--- config.mk ---
export PLATFORM = sky130hd
export DESIGN_NAME = elbeth_pipeline_controller
export DESIGN_NICKNAME = d
export VERILOG_FILES = /design/src/rtl/elbeth_pipeline_controller.sv
export SDC_FILE = /design/constraint.sdc
export NUM_CORES = 1
export LEC_CHECK = 0
export ABC_AREA = 1
export CELL_PAD_IN_SITES_DETAIL_PLACEMENT = 1
export CELL_PAD_IN_SITES_GLOBAL_PLACEMENT = 1
export CORE_ASPECT_RATIO = 0.9
export CORE_UTILIZATION = 36
export DETAILED_ROUTE_END_ITERATION = 16
export PLACE_DENSITY = 0.81
export SLEW_MARGIN = 15
export SYNTH_ARGS = -nofsm -noshare
export SYNTH_HDL_FRONTEND = slang
export SYNTH_SLANG_ARGS = --single-unit
--- constraint.sdc ---
create_clock -name clk -period 2.9 [get_ports clk]
set_input_delay 0.87 -clock clk [delete_from_list [all_inputs] [get_ports clk]]
set_output_delay 0.87 -clock clk [all_outputs]
set_load 0.01 [all_outputs]
--- src/rtl/elbeth_pipeline_controller.sv ---
// Pipeline hazard/trap controller: prioritises traps, eret, branches, memory
// stalls and load-use interlocks into per-stage stall/flush and PC steering.
module elbeth_pipeline_controller #(
    parameter int STAGES       = 3,
    parameter int MEM_TIMEOUT  = 255,
    parameter int ERET_BUBBLES = 1
) (
    input  logic              clk,
    input  logic              rst,
    input  logic              imem_en,
    input  logic              imem_ready,
    input  logic              dmem_en,
    input  logic              dmem_ready,
    input  logic              branch_taken,
    input  logic              load_use,
    input  logic [STAGES-1:0] except_req,
    input  logic              eret,
    output logic              pc_stall,
    output logic [1:0]        pc_select,
    output logic [STAGES-1:0] stage_stall,
    output logic [STAGES-1:0] stage_flush,
    output logic              exception,
    output logic [2:0]        except_stage,
    output logic              imem_timeout,
    output logic              dmem_timeout,
    output logic              retire,
    output logic [31:0]       retired_count
);

    localparam logic [7:0] TIMEOUT_VAL = 8'(MEM_TIMEOUT);
    localparam logic [2:0] BUBBLE_LAST = 3'(ERET_BUBBLES - 1);

    typedef enum logic {RUN, ERET_WAIT} state_t;

    state_t            state, state_next;
    logic [2:0]        bubble_cnt, bubble_next;
    logic [7:0]        imem_wait_cnt, dmem_wait_cnt;
    logic              imem_waiting, dmem_waiting;
    logic              imem_hit, dmem_hit;
    logic [STAGES-1:0] trap_vec;
    logic [2:0]        trap_idx;
    logic              trap_any;

    assign imem_waiting = imem_en & ~imem_ready;
    assign dmem_waiting = dmem_en & ~dmem_ready;

    // A zero timeout disables the trap; dmem takes precedence when both expire together.
    assign imem_hit     = rst && (MEM_TIMEOUT != 0) && (imem_wait_cnt == TIMEOUT_VAL);
    assign dmem_hit     = rst && (MEM_TIMEOUT != 0) && (dmem_wait_cnt == TIMEOUT_VAL);
    assign dmem_timeout = dmem_hit;
    assign imem_timeout = imem_hit & ~dmem_hit;

    always_comb begin
        trap_vec = except_req;
        if (imem_timeout) trap_vec[0] = 1'b1;
        if (dmem_timeout) trap_vec[STAGES-1] = 1'b1;
        trap_idx = '0;
        for (int i = 0; i < STAGES; i++) begin
            if (trap_vec[i]) trap_idx = 3'(i);
        end
    end

    assign trap_any = |trap_vec;

    always_comb begin
        state_next   = state;
        bubble_next  = bubble_cnt;
        pc_stall     = 1'b0;
        pc_select    = 2'd0;
        stage_stall  = '0;
        stage_flush  = '0;
        exception    = 1'b0;
        except_stage = '0;
        if (!rst) begin
            pc_stall    = 1'b1;
            stage_stall = '1;
        end else if (trap_any) begin
            exception    = 1'b1;
            pc_select    = 2'd2;
            except_stage = trap_idx;
            for (int i = 0; i < STAGES; i++) begin
                stage_flush[i] = (3'(i) <= trap_idx);
            end
            state_next  = RUN;
            bubble_next = '0;
        end else if (state == ERET_WAIT) begin
            pc_stall    = 1'b1;
            stage_stall = '1;
            if (bubble_cnt == BUBBLE_LAST) begin
                state_next  = RUN;
                bubble_next = '0;
            end else begin
                bubble_next = bubble_cnt + 3'd1;
            end
        end else if (eret) begin
            // The fetch side is being redirected anyway, so only a dmem wait holds it.
            pc_select   = 2'd3;
            stage_flush = '1;
            if (dmem_waiting) begin
                pc_stall    = 1'b1;
                stage_stall = '1;
            end
            state_next  = ERET_WAIT;
            bubble_next = '0;
        end else if (branch_taken) begin
            pc_select      = 2'd1;
            stage_flush[0] = 1'b1;
        end else if (imem_waiting || dmem_waiting) begin
            pc_stall    = 1'b1;
            stage_stall = '1;
        end else if (load_use) begin
            pc_stall         = 1'b1;
            stage_stall[1:0] = 2'b11;
            stage_flush[2]   = 1'b1;
        end
    end

    assign retire = ~stage_stall[STAGES-1] & ~stage_flush[STAGES-1] & ~exception;

    always_ff @(posedge clk) begin
        if (!rst) begin
            state         <= RUN;
            bubble_cnt    <= '0;
            imem_wait_cnt <= '0;
            dmem_wait_cnt <= '0;
            retired_count <= '0;
        end else begin
            state      <= state_next;
            bubble_cnt <= bubble_next;
            if (exception || !imem_waiting) imem_wait_cnt <= '0;
            else                            imem_wait_cnt <= imem_wait_cnt + 8'd1;
            if (exception || !dmem_waiting) dmem_wait_cnt <= '0;
            else                            dmem_wait_cnt <= dmem_wait_cnt + 8'd1;
            if (retire) retired_count <= retired_count + 32'd1;
        end
    end

endmodule

Yosys cells after proc, flatten, opt, wreduce, memory -nomap -nowiden:

Cells that the tools add are included.

* add/subtract/negate cells: 4
* magnitude comparators: 3
* equal/unequal tests: 2
* mux-type cells: 44
* bitwise logic cells: 12
* reductions and logical operators: 13

Operators with widths (count)
* $mux 3: 14
* $add 32x1->32 const B: 1
* $mux 1: 23
* $add 8x1->8 const B: 2
* $eq 8x8->1 const B: 2
* $mux 2: 7
* $not 1->1: 7
* $le 1x3->1 const A: 2
* $and 1x1->1: 5
* $reduce_or 2->1: 2
* $reduce_or 4->1: 1
* $add 3x1->3 const B: 1
* $le 2x3->1 const A: 1
* $logic_not 3->1: 1
* $logic_or 1x1->1: 3
* $reduce_or 3->1: 1
* $logic_and 1x1->1: 2
* $logic_not 1->1: 2
* $reduce_bool 2->1: 1

* register bits: 52
* input port bits: 12
* output and inout port bits: 48

Longest topological paths before layout:

Gate-level depths: netlist of the first run.

* word-level depth: 12
* depth in mapped cells: 13
* depth with buffers taken out: 13

Worst setup path before layout of the first run:

OpenSTA, ideal clock, no wires.

* path type: input port to output port
* from: in rst
* to: out stage_stall[0]
* arrival time: 2123 ps
* setup slack: -93 ps
* stages: 10
* path buffers: 2
* cells stage by stage: buf_6 -> inv_4 -> nor2_2 -> nand2_4 -> nand2_1 -> nand2_1 -> nor2_4 -> nor2_1 -> a31oi_1 -> buf_4

* longest elaborated chain between the ends: 7
* elaborated cells between the ends (all ways): 9
* those cells by class: 4 x mux; 2 x bitwise; 3 x reduce/logical

RTL lines
* start, declared: RTL line 9 `input logic rst,`
* $logic_and 1x1->1: RTL line 49 `assign dmem_hit = rst && (MEM_TIMEOUT != 0) && (dmem_wait_cnt == TIMEOUT_VAL);`
* $not 1->1: RTL line 51 `assign imem_timeout = imem_hit & ~dmem_hit;`
* $and 1x1->1: RTL line 51
* $mux 1: RTL line 55 `if (imem_timeout) trap_vec[0] = 1'b1;`
* $reduce_or 3->1: RTL line 63 `assign trap_any = |trap_vec;`
* $mux 3: RTL line 77 `end else if (trap_any) begin`
* $mux 3 (*): RTL line 74 `if (!rst) begin`
* end, declared: RTL line 20 `output logic [STAGES-1:0] stage_stall,`

Every way passes the cells marked *; elsewhere a longest branch is shown, timed or not.

Final worst setup path of the first run:

* from: in imem_en
* to: out stage_flush[2]

* longest elaborated chain between the ends: 8

RTL lines
* start, declared: RTL line 10 `input logic imem_en,`
* $and 1x1->1: RTL line 44 `assign imem_waiting = imem_en & ~imem_ready;`
* $logic_or 1x1->1: RTL line 108 `end else if (imem_waiting || dmem_waiting) begin`
* $mux 1: RTL line 108
* $mux 1: RTL line 105 `end else if (branch_taken) begin`
* $mux 1: RTL line 95 `end else if (eret) begin`
* $mux 3: RTL line 86 `end else if (state == ERET_WAIT) begin`
* $mux 3: RTL line 77
* $mux 3: RTL line 74
* end, declared: RTL line 21 `output logic [STAGES-1:0] stage_flush,`

No other way between the ends.

==> summary.md, run 1 <==
| Metric | Value |
|---|---|
| Startpoint types | input port |
| Critical path, cell by cell | clkdlybuf4s15_1, nand2_2, buf_4, nand4_1, nand2_2, nand2_4, inv_2, nor2_4, nor2_2, buf_2 |
| Mapped Cells | 471 |
| Share of cells above drive strength 1 | 22.09% |
| Hold Fails Final Rpt | 0 |
| HPWL Detailed | 7495 um |
| Fin nets | 591 |
| Critical Path RT | 2.03 ns |
| Clock sinks | 52 |
| Power density cells | 345.4 mW/mm^2 |
| First-pass iteration count of the detailed router | 4 |
| Root Buffer | clkbuf_8 |
| Die area | about 0.009 mm^2 |
| Peak supply drop | between 0.0002 and 0.00025 V |
| IO buf count | 58 |
| Total gr overflow | 0 |
| CTS clk-pin slew, worst paths | 0.10 ns |
| Crit path DAT | 2.11 ns |
| Initial antenna violation count | 0 |
| 1st-iter DRT viols | between 90 and 100 |
| CP endpoint kind | primary output |
| Most common cell after layout, fill and taps aside | nand2_1 |
| Vias in the first global route | ~3700 |
| Area grow syn2layout | 43.55% |
| CTS Buf Count | 5 |
| Final core occ | 54.12% |
| Most frequent cells in the layout | nand2_1 (124), nor2_1 (76), buf_4 (48), dfxtp_1 (47), nand3_1 (40) |
| Inst Count DP | 658 |
| Min Tclk post-route | 2.982 ns |
| Synth Cell Area | 0.003085 mm^2 |
| Crit path top cell by count | nand2_2 |
| Row cnt | 31 |
| Antenna Nets Post-Route | 0 |
| Die width | 99.59 um |
| Max stage delay on crit path | roughly 0.22 ns |
| DR DRC count | 0 |
| Final Slew Violations | 0 |
| Vias/cell | 5.055 |
| Relative slew slack | between 50% and 60% |
| YS warnings | 0 |
| GRT Total Usage | 25.56% |
| Max Cap Viol | 0 |
| Routed vias | about 3500 |
| Sequential area share after synthesis | 33.74% |
| Crit-path max FO | 3 |
| Worst min-delay path category | reg -> reg |
| Final TNS setup | -0.1093 ns |
| Avg Synthesized Cell Area | 6.551 um^2 |
| Syn_nets | 488 |
| Max Root-Sink Buffers | 2 |
| Final hold slack | 0.4483 ns |
| Max Clk Rate | 335.3 MHz |
| WL per Instance | approximately 17 um |
| Critical-path top delay cell | clkdlybuf4s15_1 |
| Worst Setup Path Type | in -> out |
| Leak pwr | between 1.5 and 2 nW |
| Largest net degree at the start of global routing | 36 |
| Hold Buf Count CTS | 0 |
| Actual slew at the worst max-slew pin | 0.6774 ns |
| RSZ-0062 raised after global routing | yes |
| Initial Util | about 38% |
| Synth Register Bits | between 50 and 60 |
| PnR worst setup slack | -0.08237 ns |
| Die height | 89.83 um |
| Diode count | 0 |
| CORE AREA | 0.008184 mm^2 |
| Status | finished, violations left |
| First-pass GRT wire length | 17980 um |
| CTS H-tree depth | 2 |
| Finished Layout Cells | 690 |
| Violated checks | setup timing |
| Unique masters post-synth | 32 |
| Final setup violation count | 4 |
| CTS tree | yes |
| Clk_lat worst skew | 0.33 ns |
| Overall power | roughly 0.0015 W |
| Worst Skew | roughly 0.011 ns |
| I/O pin cnt | 60 |
| GPL Wtd Cong | 0.8543 |
| DRT Wirelength | roughly 12000 um |
| Final Cycle Share | 102.8% |
## repair_timing
action | in CTS | in global routing
endpoints found under the setup margin | 15 | 21
gates resized for setup | 84 | 41
setup buffers | 20 | 4
endpoints found under the hold margin | 0 | 0
pin swaps | 11 | 16
## worst max-delay path, delay by kind of cell
| kind | cells | cell delay [ns] |
|---|---|---|
| AND/OR/NAND/NOR | 6 | 0.66 |
| buffers and inverters | 4 | 0.58 |
## stage by stage
stage / worst slack [ns] / instance area (um^2)
5_1_grt: -0.1286 / 4429
3_3_place_gp: -0.8005 / 3971
6_report: -0.08237 / 4429
4_1_cts: 0.01058 / 4323
2_1_floorplan: 0.01290 / 3094
3_5_place_dp: -0.8880 / 3971
## sequential cells by signal, summed over array words and instances, names as in the netlist
signal,count
retired_count,32
dmem_wait_cnt,8
imem_wait_cnt,8
bubble_cnt,3
state,1
## final cells by class
type	count	area [um^2]
fill	1038	3755
multi-input combinational	367	1957
sequential	52	1050
timing repair buffer	112	1001
tap	115	143.9
inverter	36	140.1
clock buffer	5	68.82
clock inverter	3	68.82
## final timing paths
path | start | to | slack [ns] | cells after the start
setup / recovery | imem_en | stage_flush[2] | -0.08 | 10
hold reg to reg | imem_wait_cnt[0]$_SDFF_PP0_ | imem_wait_cnt[0]$_SDFF_PP0_ | 0.45 | 1
hold / removal | imem_wait_cnt[0]$_SDFF_PP0_ | imem_wait_cnt[0]$_SDFF_PP0_ | 0.45 | 1
setup reg to reg | state$_SDFF_PP0_ | retired_count[13]$_SDFFE_PN0P_ | 0.48 | 13
## cells in the mapped netlist (all sizes together)
cell type / n / area [um^2]
conb: 1 / 3.750
nor3: 5 / 30.03
a31oi: 1 / 6.260
dfxtp: 52 / 1041
xor2: 19 / 166.4
nand2: 137 / 524.3
xnor2: 18 / 157.7
buf: 13 / 86.33
nand4: 3 / 18.77
nand3b: 1 / 7.510
nor2: 88 / 365.4
nor4: 1 / 6.260
nor3b: 2 / 15.01
o21a: 1 / 7.510
nand3: 43 / 220.2
inv: 36 / 137.6
ha: 5 / 62.56
clkbuf: 3 / 11.26
or2: 1 / 6.260
a22oi: 1 / 7.510
a21oi: 38 / 193.9
o21ai: 2 / 10.01
## metal layers
metal	GRT usage (%)	vias to the layer above	part of all wire, %
li1	-	1688	-
met1	29.88	1689	44
met2	46.01	81	50
met3	4.121	30	3.3
met4	10.29	0	3.1
met5	0	-	0
## report_power, final
| part | switching [W] | internal (W) |
|---|---|---|
| registers | 0.000000712 | 0.000713 |
| clock network | 0.000288 | 0.000348 |
| logic | 0.0000944 | 0.0000850 |
## kinds of logic after synthesis
group / after synthesis / share of synthesized area (%)
other cells: 1 / 0.1215
compound gates: 43 / 7.300
xor+xnor: 37 / 10.50
flops: 52 / 33.74
buf+inv: 52 / 7.624
fa+ha+maj: 5 / 2.028
simple gates: 281 / 38.69
Power figures use the tool's default switching activity.
==> inputs of run 2 (changes only) <==
Clock period 2.9 ns to 3.2 ns, I/O delays scaled along.
==> summary.md, run 2 (synthesis gave the netlist of run 1 again) <==
| Metric | Value |
|---|---|
| Status | finished, violations left (unchanged) |
| Violated checks | setup timing (unchanged) |
| Crit path DAT | 2.30 ns (was 2.11 ns) |
| GPL Wtd Cong | 0.8659 (was 0.8543) |
| Initial antenna violation count | 0 (unchanged) |
| Clock power frac | 37.8% (was 41.6%) |
| Critical Path RT | 2.24 ns (was 2.03 ns) |
| Startpoint types | input port (unchanged) |
| RSZ-0062 raised after global routing | yes (unchanged) |
| Final Slew Violations | 0 (unchanged) |
| Final Cycle Share | 101.8% |
| Final TNS setup | -0.05628 ns (was -0.1093 ns) |
| Most common cell after layout, fill and taps aside | nand2_1 (unchanged) |
| Actual slew at the worst max-slew pin | 0.6852 ns (was 0.6774 ns) |
| HPWL Detailed | 7298 um (was 7495 um) |
| Inst Count DP | 656 (was 658) |
| Routed vias | 3440 (was 3488) |
| Finished Layout Cells | 684 (was 690) |
| First-pass GRT wire length | 16750 um (was 17980 um) |
| CTS H-tree depth | 2 (unchanged) |
| Vias/cell | 5.029 (was 5.055) |
| WL per Instance | 16.03 um (was 16.82 um) |
| Max Root-Sink Buffers | 2 (unchanged) |
| 1st-iter DRT viols | 107 (was 98) |
| Root Buffer | clkbuf_8 (unchanged) |
| Final setup violation count | 1 (was 4) |
| DR DRC count | 0 (unchanged) |
| Hold Fails Final Rpt | 0 (unchanged) |
| First-pass iteration count of the detailed router | 4 (unchanged) |
| CTS clk-pin slew, worst paths | 0.10 ns (about the same) |
| CTS tree | yes (unchanged) |
| Comb pwr share | 11.4% (was 11.7%) |
| P_int | 0.0009519 W (was 0.001146 W) |
| Total gr overflow | 0 (unchanged) |
| Max FFs per register | 32 (unchanged) |
| PnR worst setup slack | -0.05628 ns (was -0.08237 ns) |
| Max Clk Rate | roughly 310 MHz |
| Diode count | 0 (unchanged) |
| Worst Skew | 0.005898 ns (was 0.01137 ns) |
| Leak pwr | 1.687 nW (was 1.663 nW) |
| Die width | 99.59 um (unchanged) |
| Hold Buf Count CTS | 0 (unchanged) |
| Share of cells above drive strength 1 | 18.10% (was 22.09%) |
| Vias in the first global route | 3422 (was 3676) |
| Min Tclk post-route | 3.256 ns |
| CP endpoint kind | primary output (unchanged) |
| Initial Util | 37.70% (unchanged) |
| Worst min-delay path category | reg -> reg (unchanged) |
| DRT Wirelength | 10960 um (was 11610 um) |
| Fin nets | 585 (was 591) |
| Worst Setup Path Type | in -> out (unchanged) |
| Most flops, register | retired_count (unchanged) |
| Biggest regs | retired_count: 32 flops, dmem_wait_cnt: 8 flops, imem_wait_cnt: 8 flops (unchanged) |
| I/O pin cnt | 60 (unchanged) |
| Peak supply drop | 0.0002224 V (was 0.0002033 V) |
| Clock sinks | 52 (unchanged) |
| Most frequent cells in the layout | nand2_1 (131), nor2_1 (77), dfxtp_1 (52), buf_4 (41), nand3_1 (38) (was nand2_1 (124), nor2_1 (76), buf_4 (48), dfxtp_1 (47), nand3_1 (40)) |
| Psw | 0.0003246 W (was 0.0003833 W) |
| Relative slew slack | 53.97% (was 54.49%) |
| IO buf count | 58 (unchanged) |
| Crit-path max FO | 3 (unchanged) |
| GRT Total Usage | 23.75% (was 25.56%) |
| Flop pwr share | 50.8% (was 46.7%) |
| Power density cells | 293.8 mW/mm^2 (was 345.4 mW/mm^2) |
| CORE AREA | 0.008184 mm^2 (unchanged) |
| Area grow syn2layout | 40.79% (was 43.55%) |
| Antenna Nets Post-Route | 0 (unchanged) |
| Fillcell total | 1073 (was 1038) |
| Final hold slack | 0.4599 ns (was 0.4483 ns) |
| Overall power | 0.001276 W (was 0.001530 W) |
| Clk_lat worst skew | 0.32 ns (was 0.33 ns) |
| CTS Buf Count | 5 (unchanged) |
| Max Cap Viol | 0 (unchanged) |
| Largest net degree at the start of global routing | 36 (unchanged) |
| Row cnt | 31 (unchanged) |
| Sw Ratio | 25.43% (was 25.05%) |
| Die height | 89.83 um (unchanged) |
| Die area | 0.008945 mm^2 (unchanged) |
==> run 2: cell type report <==
| cell class | count | area, um^2 | share of cell area [%] |
|---|---|---|---|
| multi-input combinational | 367 | 1921 | 44.21 |
| sequential | 52 | 1041 | 23.96 |
| timing repair buffer | 106 | 985.9 | 22.70 |
| tap | 115 | 143.9 | 3.312 |
| inverter | 36 | 137.6 | 3.168 |
| clock buffer | 5 | 68.82 | 1.584 |
| clock inverter | 3 | 46.29 | 1.066 |
==> run 2: final timing paths <==
path                               startpoint                        endpoint  slack, ns  depth (start not counted)
hold / removal    dmem_wait_cnt[0]$_SDFF_PP0_     dmem_wait_cnt[0]$_SDFF_PP0_       0.46                          1
hold reg to reg   dmem_wait_cnt[0]$_SDFF_PP0_     dmem_wait_cnt[0]$_SDFF_PP0_       0.46                          1
setup / recovery                except_req[0]                  stage_flush[2]      -0.06                          7
setup reg to reg             state$_SDFF_PP0_  retired_count[27]$_SDFFE_PN0P_       0.71                         15
==> run 2: per-stage QoR <==
step                      setup slack, ns  utilization, %  area, um^2
after floorplan                   0.02662               -        3085
after global routing              -0.1034           53.08        4344
final                            -0.05628           53.08        4344
after global placement            -0.7073           48.23        3948
after detailed placement          -0.8285           48.23        3948
after CTS                        -0.03314           51.11        4183
==> run 2: power by group through the flow <==
stage	Sequential, W	Clock (W)	Combinational (W)
floorplan	0.000663	0	0.0000523
global placement	0.000663	0	0.000111
detailed placement	0.000663	0	0.000114
CTS	0.000648	0.000488	0.000126
global route	0.000648	0.000517	0.000155
finish	0.000648	0.000483	0.000146
==> run 2: repair_timing <==
item	4_1_cts	5_1_grt
setup endpoints to repair	15	42
gates cloned	0	2
resized for setup	64	28
pin swaps	5	12
buffers inserted	11	7
==> run 2: routing by layer <==
metal	GRT usage [%]	up-vias	wire, um
met1	29.52	1671	4889
met2	41.49	76	5449
met3	4.977	14	471
met5	0	-	0
met4	6.005	0	153
li1	-	1679	-
==> run 2: critical path, cell delays in order <==
cell and delay [ns]:
clkdlybuf4s50_1 0.46, inv_2 0.09, nand4_1 0.16, nor2_4 0.20, nor2_1 0.09, nor2_1 0.17, buf_2 0.17
==> inputs of run 3 (changes only) <==
Settings changed: MAX_ROUTING_LAYER set to met4.
==> summary.md, run 3 (synthesis gave the netlist of run 1 again) <==
| Metric | Value |
|---|---|
| Status | finished, violations left (unchanged) |
| Violated checks | setup timing (unchanged) |
| Fillcell total | 1035 (was 1073) |
| Routed vias | 3560 (was 3440) |
| Hold Fails Final Rpt | 0 (unchanged) |
| WL per Instance | 17.08 um (was 16.03 um) |
| PnR worst setup slack | -0.009536 ns (was -0.05628 ns) |
| Overall power | 0.001234 W (was 0.001276 W) |
| Die width | 99.59 um (unchanged) |
| Root Buffer | clkbuf_8 (unchanged) |
| Reg2reg end | retired_count[31]$_SDFFE_PN0P_ (was retired_count[27]$_SDFFE_PN0P_) |
| RSZ-0062 raised after global routing | yes (unchanged) |
| Share of cells above drive strength 1 | 21.75% (was 18.10%) |
| GPL Wtd Cong | 0.8698 (was 0.8659) |
| Leak pwr | 1.644 nW (was 1.687 nW) |
| Worst min-delay path category | reg -> reg (unchanged) |
| Crit path to | stage_flush[1] (was stage_flush[2]) |
| Final Slew Violations | 0 (unchanged) |
| Worst Setup Path Type | in -> out (unchanged) |
| Most frequent cells in the layout | nand2_1 (131), nor2_1 (78), dfxtp_1 (52), buf_4 (38), clkdlybuf4s50_1 (33) (was nand2_1 (131), nor2_1 (77), dfxtp_1 (52), buf_4 (41), nand3_1 (38)) |
| Max Cap Viol | 0 (unchanged) |
| 1st-iter DRT viols | 152 (was 107) |
| IO buf count | 58 (unchanged) |
| CTS clk-pin slew, worst paths | 0.11 ns (was 0.10 ns) |
| Area grow syn2layout | 45.30% (was 40.79%) |
| Critical Path RT | 2.24 ns (about the same) |
| Max Root-Sink Buffers | 2 (unchanged) |
| DR DRC count | 0 (unchanged) |
| CTS tree | yes (unchanged) |
| Startpoint types | input port (unchanged) |
| Row cnt | 31 (unchanged) |
| Total gr overflow | 0 (unchanged) |
| HPWL Detailed | 7468 um (was 7298 um) |
| Crit-path max FO | 6 (was 3) |
| Clock sinks | 52 (unchanged) |
| DRT Wirelength | 11700 um (was 10960 um) |
| First-pass GRT wire length | 17390 um (was 16750 um) |
| Hold Buf Count CTS | 0 (unchanged) |
| Peak supply drop | 0.0001620 V (was 0.0002224 V) |
| Final setup violation count | 1 (unchanged) |
| Fin nets | 586 (was 585) |
| Max Clk Rate | 311.6 MHz (was 307.1 MHz) |
| Initial Util | 37.70% (unchanged) |
| Largest net degree at the start of global routing | 36 (unchanged) |
| Crit path DAT | 2.25 ns (was 2.30 ns) |
| Vias in the first global route | 3564 (was 3422) |
| CTS Buf Count | 5 (unchanged) |
| Min Tclk post-route | 3.210 ns (was 3.256 ns) |
| Comb pwr share | 13.0% (was 11.4%) |
| GRT Total Usage | 25.39% (was 23.75%) |
| CORE AREA | 0.008184 mm^2 (unchanged) |
| Sw Ratio | 27.98% (was 25.43%) |
| I/O pin cnt | 60 (unchanged) |
| First-pass iteration count of the detailed router | 4 (unchanged) |
| Power density cells | 275.3 mW/mm^2 (was 293.8 mW/mm^2) |
| Biggest regs | retired_count: 32 flops, dmem_wait_cnt: 8 flops, imem_wait_cnt: 8 flops (unchanged) |
| Final Cycle Share | 100.3% (was 101.8%) |
| Relative slew slack | 51.40% (was 53.97%) |
| Final hold slack | 0.4593 ns (was 0.4599 ns) |
| Multi-input gate area | 0.002037 mm^2 (was 0.001921 mm^2) |
| Clock power frac | 34.5% (was 37.8%) |
| Vias/cell | 5.197 (was 5.029) |
| Initial antenna violation count | 0 (unchanged) |
| R2R Path Start | state$_SDFF_PP0_ (unchanged) |
| Most common cell after layout, fill and taps aside | nand2_1 (unchanged) |
| Die area | 0.008945 mm^2 (unchanged) |
| Reg area | 0.001041 mm^2 (unchanged) |
| Diode count | 0 (unchanged) |
| Antenna Nets Post-Route | 0 (unchanged) |
| Clk_lat worst skew | 0.32 ns (about the same) |
| Actual slew at the worst max-slew pin | 0.7234 ns (was 0.6852 ns) |
| Flop pwr share | 52.5% (was 50.8%) |
| FF-to-FF setup slack | 0.64 ns (was 0.71 ns) |
| CTS H-tree depth | 2 (unchanged) |
| Max FFs per register | 32 (unchanged) |
| FF-to-FF path depth | 15 (unchanged) |
| Worst setup startpoint | rst (was except_req[0]) |
| CP endpoint kind | primary output (unchanged) |
| Die height | 89.83 um (unchanged) |
| Psw | 0.0003454 W (was 0.0003246 W) |
| Most flops, register | retired_count (unchanged) |
| P_int | 0.0008890 W (was 0.0009519 W) |
| Worst Skew | 0.009502 ns (was 0.005898 ns) |
## run 3: changes by cell type in the layout (fill, tap and decap cells not counted), sizes merged
cell | before | now
dlymetal6s2s | 7 | 1
clkbuf | 9 | 7
buf | 54 | 55
clkdlybuf4s15 | 1 | 2
dlygate4sd2 | 6 | 14
clkinvlp | 1 | 0
clkdlybuf4s50 | 34 | 33
inv | 37 | 39
bufinv | 1 | 0
## run 3: routing by layer
metal	track usage (%)	routed length, um
met5	-	0
met4	7.966	385
met3	3.577	431
met2	44.62	5932
met1	29.73	4947
## run 3: how the worst min path moves through the flow
| stage | startpoint | endpoint | cells past startpoint |
|---|---|---|---|
| after floorplan | dmem_wait_cnt[0]$_SDFF_PP0_ | dmem_wait_cnt[0]$_SDFF_PP0_ | 1 |
| after global placement | dmem_wait_cnt[0]$_SDFF_PP0_ | dmem_wait_cnt[0]$_SDFF_PP0_ | 1 |
| after detailed placement | imem_wait_cnt[0]$_SDFF_PP0_ | imem_wait_cnt[0]$_SDFF_PP0_ | 1 |
| after CTS | imem_wait_cnt[0]$_SDFF_PP0_ | imem_wait_cnt[0]$_SDFF_PP0_ | 1 |
| after global routing | imem_wait_cnt[0]$_SDFF_PP0_ | imem_wait_cnt[0]$_SDFF_PP0_ | 1 |
| final | imem_wait_cnt[0]$_SDFF_PP0_ | imem_wait_cnt[0]$_SDFF_PP0_ | 1 |
## run 3: critical path: stages
cell and delay (ns):
buf_4 0.12, buf_6 0.11, nand3_4 0.09, nor2_4 0.17, nand2_2 0.08, nand2_2 0.08, nor2_4 0.07, a21oi_2 0.16
o21a_1 0.16, clkdlybuf4s15_2 0.23
## run 3: per-stage QoR
stage                     utilization, %   TNS [ns]  worst slack [ns]  instance area [um^2]  std cells
after floorplan                        -          0           0.02662                  3085        471
after global placement             48.08     -8.916           -0.7079                  3935        656
after detailed placement           48.08     -10.01           -0.8377                  3935        656
after CTS                          51.58          0          0.004101                  4222        680
after global routing               54.78    -0.2004          -0.06513                  4483        685
final                              54.78  -0.009536         -0.009536                  4483        685
## run 3: final cells by class
cell class | count | area share, %
well taps | 115 | 3.210
repair buffers | 107 | 22.77
clock buffers | 5 | 1.535
inverters | 36 | 3.182
clock inverters | 3 | 0.6419
multi-input cells | 367 | 45.44
flip-flops and latches | 52 | 23.22
## run 3: what timing repair did
| action | in CTS | in global routing |
|---|---|---|
| pin swaps | 6 | 26 |
| setup endpoints to repair | 15 | 38 |
| endpoints found under the hold margin | 0 | 0 |
| buffers inserted | 16 | 4 |
| resized for setup | 82 | 39 |
| gates cloned | 0 | 3 |
## run 3: power groups by stage
| stage | Clock [W] | Sequential [W] | Combinational, W |
|---|---|---|---|
| after CTS | 0.000439 | 0.000648 | 0.000136 |
| after global routing | 0.000452 | 0.000648 | 0.000170 |
| final | 0.000426 | 0.000648 | 0.000160 |
| after detailed placement | 0 | 0.000663 | 0.000113 |
| after global placement | 0 | 0.000663 | 0.000110 |
| after floorplan | 0 | 0.000663 | 0.0000523 |
